$ cat config.mk
export PLATFORM = sky130hd
export DESIGN_NAME = glitch_window_ctrl
export DESIGN_NICKNAME = d
export VERILOG_FILES = /design/src/rtl/glitch_pkg.sv /design/src/rtl/sync_edge_det.sv /design/src/rtl/glitch_window_ctrl.sv
export SDC_FILE = /design/constraint.sdc
export NUM_CORES = 1
export LEC_CHECK = 0
export BUFFER_PORTS_ARGS = -buffer_cell sky130_fd_sc_hd__buf_2
export CAP_MARGIN = 40
export CORE_MARGIN = 3
export CORE_UTILIZATION = 50
export DETAILED_ROUTE_END_ITERATION = 6
export PLACE_DENSITY = 0.71
export SLEW_MARGIN = 10
export SYNTH_ARGS = -nofsm -noshare
export SYNTH_HDL_FRONTEND = slang
export SYNTH_SLANG_ARGS = --single-unit
$ cat constraint.sdc
create_clock -name clk_in1 -period 3.6 [get_ports clk_in1]
set_input_delay 0.54 -clock clk_in1 [delete_from_list [all_inputs] [get_ports clk_in1]]
set_output_delay 0.54 -clock clk_in1 [all_outputs]
set_load 0.01 [all_outputs]
$ cat src/rtl/glitch_pkg.sv
// ----------------------------------------------------------------------------
// glitch_pkg : shared state and configuration types for glitch_window_ctrl
// Rev 1.0
// ----------------------------------------------------------------------------
`default_nettype none

package glitch_pkg;

    localparam int DEF_CNT_W = 16;
    localparam int DEF_REP_W = 8;

    typedef enum logic [2:0] {
        GW_IDLE   = 3'd0,
        GW_ARMED  = 3'd1,
        GW_DELAY  = 3'd2,
        GW_GLITCH = 3'd3,
        GW_GAP    = 3'd4
    } gw_state_t;

    // Window configuration as captured on arm; also the register-map layout
    typedef struct packed {
        logic [DEF_CNT_W-1:0] delay;
        logic [DEF_CNT_W-1:0] width;
        logic [DEF_CNT_W-1:0] gap;
        logic [DEF_REP_W-1:0] repeats;
    } gw_cfg_t;

endpackage

`default_nettype wire

$ cat src/rtl/sync_edge_det.sv
// ----------------------------------------------------------------------------
// sync_edge_det : 2-flop synchronizer plus history flop, rising-edge pulse
// Rev 1.0
// ----------------------------------------------------------------------------
`default_nettype none

module sync_edge_det (
    input  logic clk,
    input  logic rst_n,
    input  logic din,
    output logic rise
);

    logic [2:0] r_sync;

    always_ff @(posedge clk or negedge rst_n) begin
        if (!rst_n) begin
            r_sync <= 3'b000;
        end else begin
            r_sync <= {r_sync[1:0], din};
        end
    end

    // r_sync[0] may be metastable; only the settled stages feed the detector
    assign rise = r_sync[1] & ~r_sync[2];

endmodule

`default_nettype wire

$ cat src/rtl/glitch_window_ctrl.sv
// ----------------------------------------------------------------------------
// glitch_window_ctrl : trigger-armed delay / window / gap timing for glitch_en
// Rev 1.0
// ----------------------------------------------------------------------------
`default_nettype none

module glitch_window_ctrl
    import glitch_pkg::*;
#(
    parameter int CNT_W = DEF_CNT_W,
    parameter int REP_W = DEF_REP_W
) (
    input  logic             clk_in1,
    input  logic             resetn,
    input  logic             arm,
    input  logic             abort,
    input  logic             trigger_in,
    input  logic [CNT_W-1:0] delay_cycles,
    input  logic [CNT_W-1:0] width_cycles,
    input  logic [CNT_W-1:0] gap_cycles,
    input  logic [REP_W-1:0] repeat_cnt,
    output logic             glitch_en,
    output logic             armed,
    output logic             busy,
    output logic             done,
    output logic [REP_W-1:0] glitch_idx
);

    gw_state_t        r_state;
    gw_state_t        w_state_nxt;
    logic [CNT_W-1:0] r_cnt;
    logic [CNT_W-1:0] w_cnt_nxt;
    logic [REP_W-1:0] r_idx;
    logic [REP_W-1:0] w_idx_nxt;
    logic             r_glitch_en;
    logic             r_done;
    logic             w_done_nxt;
    logic             w_load_cfg;
    logic             w_trig_rise;

    logic [CNT_W-1:0] r_delay;
    logic [CNT_W-1:0] r_width;
    logic [CNT_W-1:0] r_gap;
    logic [REP_W-1:0] r_rep;

    logic [CNT_W-1:0] w_width_ld;
    logic [CNT_W-1:0] w_gap_ld;
    logic             w_last_window;

    sync_edge_det u_sync (
        .clk   (clk_in1),
        .rst_n (resetn),
        .din   (trigger_in),
        .rise  (w_trig_rise)
    );

    // Counters hold N-1 so a zero width/gap degenerates to a single cycle
    assign w_width_ld    = (r_width == '0) ? '0 : r_width - 1'b1;
    assign w_gap_ld      = (r_gap   == '0) ? '0 : r_gap   - 1'b1;
    assign w_last_window = (r_rep == '0) || (r_idx == r_rep - 1'b1);

    always_ff @(posedge clk_in1 or negedge resetn) begin
        if (!resetn) begin
            r_delay <= '0;
            r_width <= '0;
            r_gap   <= '0;
            r_rep   <= '0;
        end else if (w_load_cfg) begin
            r_delay <= delay_cycles;
            r_width <= width_cycles;
            r_gap   <= gap_cycles;
            r_rep   <= repeat_cnt;
        end
    end

    always_ff @(posedge clk_in1 or negedge resetn) begin
        if (!resetn) begin
            r_state     <= GW_IDLE;
            r_cnt       <= '0;
            r_idx       <= '0;
            r_glitch_en <= 1'b0;
            r_done      <= 1'b0;
        end else begin
            r_state     <= w_state_nxt;
            r_cnt       <= w_cnt_nxt;
            r_idx       <= w_idx_nxt;
            r_glitch_en <= (w_state_nxt == GW_GLITCH);
            r_done      <= w_done_nxt;
        end
    end

    always_comb begin
        w_state_nxt = r_state;
        w_cnt_nxt   = r_cnt;
        w_idx_nxt   = r_idx;
        w_done_nxt  = 1'b0;
        w_load_cfg  = 1'b0;

        if (abort) begin
            w_state_nxt = GW_IDLE;
        end else begin
            case (r_state)
                GW_IDLE: begin
                    if (arm) begin
                        w_load_cfg  = 1'b1;
                        w_idx_nxt   = '0;
                        w_state_nxt = GW_ARMED;
                    end
                end
                GW_ARMED: begin
                    if (w_trig_rise) begin
                        if (r_delay == '0) begin
                            w_state_nxt = GW_GLITCH;
                            w_cnt_nxt   = w_width_ld;
                        end else begin
                            w_state_nxt = GW_DELAY;
                            w_cnt_nxt   = r_delay - 1'b1;
                        end
                    end
                end
                GW_DELAY: begin
                    if (r_cnt == '0) begin
                        w_state_nxt = GW_GLITCH;
                        w_cnt_nxt   = w_width_ld;
                    end else begin
                        w_cnt_nxt   = r_cnt - 1'b1;
                    end
                end
                GW_GLITCH: begin
                    if (r_cnt == '0) begin
                        if (w_last_window) begin
                            w_state_nxt = GW_IDLE;
                            w_done_nxt  = 1'b1;
                        end else begin
                            w_state_nxt = GW_GAP;
                            w_cnt_nxt   = w_gap_ld;
                        end
                    end else begin
                        w_cnt_nxt   = r_cnt - 1'b1;
                    end
                end
                GW_GAP: begin
                    if (r_cnt == '0) begin
                        w_state_nxt = GW_GLITCH;
                        w_cnt_nxt   = w_width_ld;
                        w_idx_nxt   = r_idx + 1'b1;
                    end else begin
                        w_cnt_nxt   = r_cnt - 1'b1;
                    end
                end
                default: begin
                    w_state_nxt = GW_IDLE;
                end
            endcase
        end
    end

    assign glitch_en  = r_glitch_en;
    assign done       = r_done;
    assign glitch_idx = r_idx;
    assign armed      = (r_state == GW_ARMED);
    assign busy       = (r_state == GW_DELAY) || (r_state == GW_GLITCH) || (r_state == GW_GAP);

endmodule

`default_nettype wire

==> metrics.md <==
| Metric | Value |
|---|---|
| Status | `completed` |
| WP data arrival | `about 3.1 ns` |
| Total power draw | `0.003590 W` |
| Tot GR Track Use | `0.2451` |
| Highest clock rate | `354.3 MHz` |
| Power Density | `between 500 and 600 nW/um^2` |
| CP required | `3.86 ns` |
| FF-to-FF path depth | `9` |
| Layout Nets | `approximately 690` |
| Core area | `10420 sq um` |
| Hpwl dp | `~11000 um` |
| Clock tree from TritonCTS | `built` |
| Die area | `~12000 sq um` |
| Routed Antenna Nets | `0` |
| Hold Buf Count CTS | `0` |
| Mapped Area | `between 5000 and 6000 sq um` |
| WL/cell | `18.10 um` |
| Initial core utilization | `0.5183` |
| Worst R2R Start | `r_gap[0]` |
| Commonest cells post-synth | `88 x dfrtp_1, 49 x mux2_2, 48 x nor2_1, 39 x nand2_1, 27 x nor3_1` |
| Synth top area share | `0.4079` |
| Number of port buffers | `72` |
| # clock sinks | `88` |
| Slew @ Worst Pin | `just over 0.8 ns` |
| Setup bufs post-CTS | `0` |
| Synth Warn # | `0` |
| Mapped Nets | `between 600 and 700` |
| Post-DP Area | `~5900 sq um` |
| Cells along the critical path | `inv_1 > ha_1 > nor3b_2 > nand4_1 > o31ai_2 > o21ai_0 > nor2_1 > o41ai_1 > a22o_1` |
| Antenna violations before repair | `0` |
| RR Endpoint | `r_cnt[8]` |
| Final Hold Fails | `0` |
| #FFs+latches synth | `about 90` |
| Placer Congestion | `around 0.92` |
| Crit path launch type | `register` |
| Count leader, synth | `dfrtp_1` |
| Max IR drop VDD | `between 0.3 and 0.4 mV` |
| DRC errors left | `0` |
| DR vias/cell | `between 5 and 6` |
| Reg2reg setup slack | `~0.8 ns` |
| Slew headroom | `0.4492` |
| Grt ovf | `0` |
| Kind of cell adding the most delay to the critical path | `compound AO/OA/AOI/OAI gates` |
| Drt total wl | `~14000 um` |
| Primary FF master, synth | `dfrtp_1` |
| Fin Hold WS | `0.1690 ns` |
| CP bufs+invs | `1` |
| Post-route cell area | `roughly 6100 sq um` |
| Diodes inserted | `0` |
| Die height | `roughly 110 um` |
| Met2 Usage GRT | `0.3813` |
| Vias in the first global route | `4425` |
| Syn Area/Cell | `slightly below 10 sq um` |
| H-tree lvl count | `3` |
| First-pass GRT wire length | `around 23000 um` |
| Share of cells above drive strength 1 | `0.2678` |
| Crit-path max FO | `12` |
| DR iter-0 viols | `slightly above 400` |
| Slowest cell delay on critical path | `approximately 0.73 ns` |
| Crit-path slowest cell | `o31ai_2` |
| Maxcap violations | `0` |
| Critical path type | `reg2reg` |
| Cell taking the most area after synthesis | `dfrtp_1` |
| Fin Setup TNS | `0 ns` |
| Dominant cells by area after synthesis | `dfrtp_1 41%, mux2_2 10%, xnor2_1 4.2%` |
| CP Capture Type | `register` |
| Worst-Skew Late Latency | `around 0.37 ns` |
| Cells after Synth | `between 500 and 600` |
| Clock transition at path regs | `0.09 ns` |
| Pleak | `between 2 and 3 nW` |
| # IOs | `73` |
| Busiest layer in global routing | `met2` |
| CTS resizes | `0` |
| Setup violators final | `0` |
| FP Rows | `37` |
| Area Growth Syn to Fin | `13.33%` |
| Largest net degree at the start of global routing | `47` |
| Clock buffer depth | `2` |
| Seq/Total Area, Yosys | `0.4079` |
| Clock Skew | `about 0.01 ns` |
| Synth unique cells | `65` |
| First drt pass iteration count | `5` |
| M1 GR Usage | `0.3530` |
| Final worst path period share | `0.7839` |
| Period minus WS final | `2.822 ns` |
| Total vias in the final route | `approximately 4500` |
| Hold Path Class | `in2async` |
| RSZ-0062 raised after global routing | `no` |
| Async S/R FF share, synth | `1.000` |
| Inserted Clock Buffers | `9` |
| Number of flops mapped to enable cells by yosys | `0` |
| Final Max Slew Viols | `0` |
| CTS root buf | `clkbuf_8` |
| Die X | `109.9 um` |
| GR Util met3 | `0.03288` |
registers in the layout, indices dropped and copies added, names as in the netlist:
| signal | flops |
|---|---|
| u_sync.r_sync | 3 |
| r_rep | 8 |
| r_state | 3 |
| done | 1 |
| r_delay | 16 |
| r_width | 16 |
| glitch_idx | 8 |
| r_gap | 16 |
| r_cnt | 16 |
| glitch_en | 1 |
placed cells by master, fill, tap and decap left out, types with 10 or more instances in the layout:
cell type	instances
nor2_1	48
o21ai_0	24
mux2_2	49
buf_2	71
a21oi_1	22
dfrtp_1	88
nand3_1	11
buf_4	10
xnor2_1	26
inv_1	17
xor2_1	24
nand2_1	39
o21ai_1	10
o22ai_1	18
nor3_1	27
stage by stage:
step                setup WS [ns]  utilization  std cells
detailed placement         0.8391       0.5685        751
finish                     0.7779       0.5874        767
global placement           0.8591       0.5659        750
CTS                        0.8360       0.5874        767
floorplan                   1.185            -        556
global route               0.5034       0.5874        767
kinds of logic after synthesis:
logic type,count (synthesis),synth area share
buf+inv,41,0.03221
flops,88,0.4079
xor+xnor,50,0.08111
simple gates,194,0.2016
fa+ha+maj,7,0.01622
mux,55,0.1133
compound gates,121,0.1476
how the worst max path moves through the flow:
stage	from	to	slack, ns	cells after the start
finish	r_gap[0]	r_cnt[8]	0.78	9
global route	r_gap[0]	r_cnt[8]	0.50	9
floorplan	r_rep[0]	r_cnt[12]	1.18	9
detailed placement	r_width[0]	r_cnt[12]	0.84	9
global placement	r_gap[0]	r_cnt[7]	0.86	9
CTS	r_width[0]	r_cnt[12]	0.84	9
layer usage:
| layer | up-vias | share of wire |
|---|---|---|
| met3 | 22 | 0.058 |
| met4 | 0 | 0.020 |
| met1 | 2173 | 0.47 |
| met5 | - | 0 |
| li1 | 2177 | - |
| met2 | 149 | 0.46 |
report_power, final:
| part | internal (W) | leakage, nW | switching, W |
|---|---|---|---|
| clock network | 0.000325 | 0.0968 | 0.000377 |
| registers | 0.00126 | 1.07 | 0.000390 |
| logic | 0.000578 | 1.38 | 0.000659 |
| total | 0.00216 | 2.55 | 0.00143 |
area by class of cell:
cell class | instances | area (sq um)
clock buffer | 10 | 127.6
tap | 136 | 170.2
clock inverter | 6 | 68.82
fill | 928 | 4298
inverter | 18 | 67.56
timing repair buffer | 82 | 457.9
multi-input combinational | 427 | 3024
sequential | 88 | 2202
Note: power is estimated with default switching activity, not from simulation.
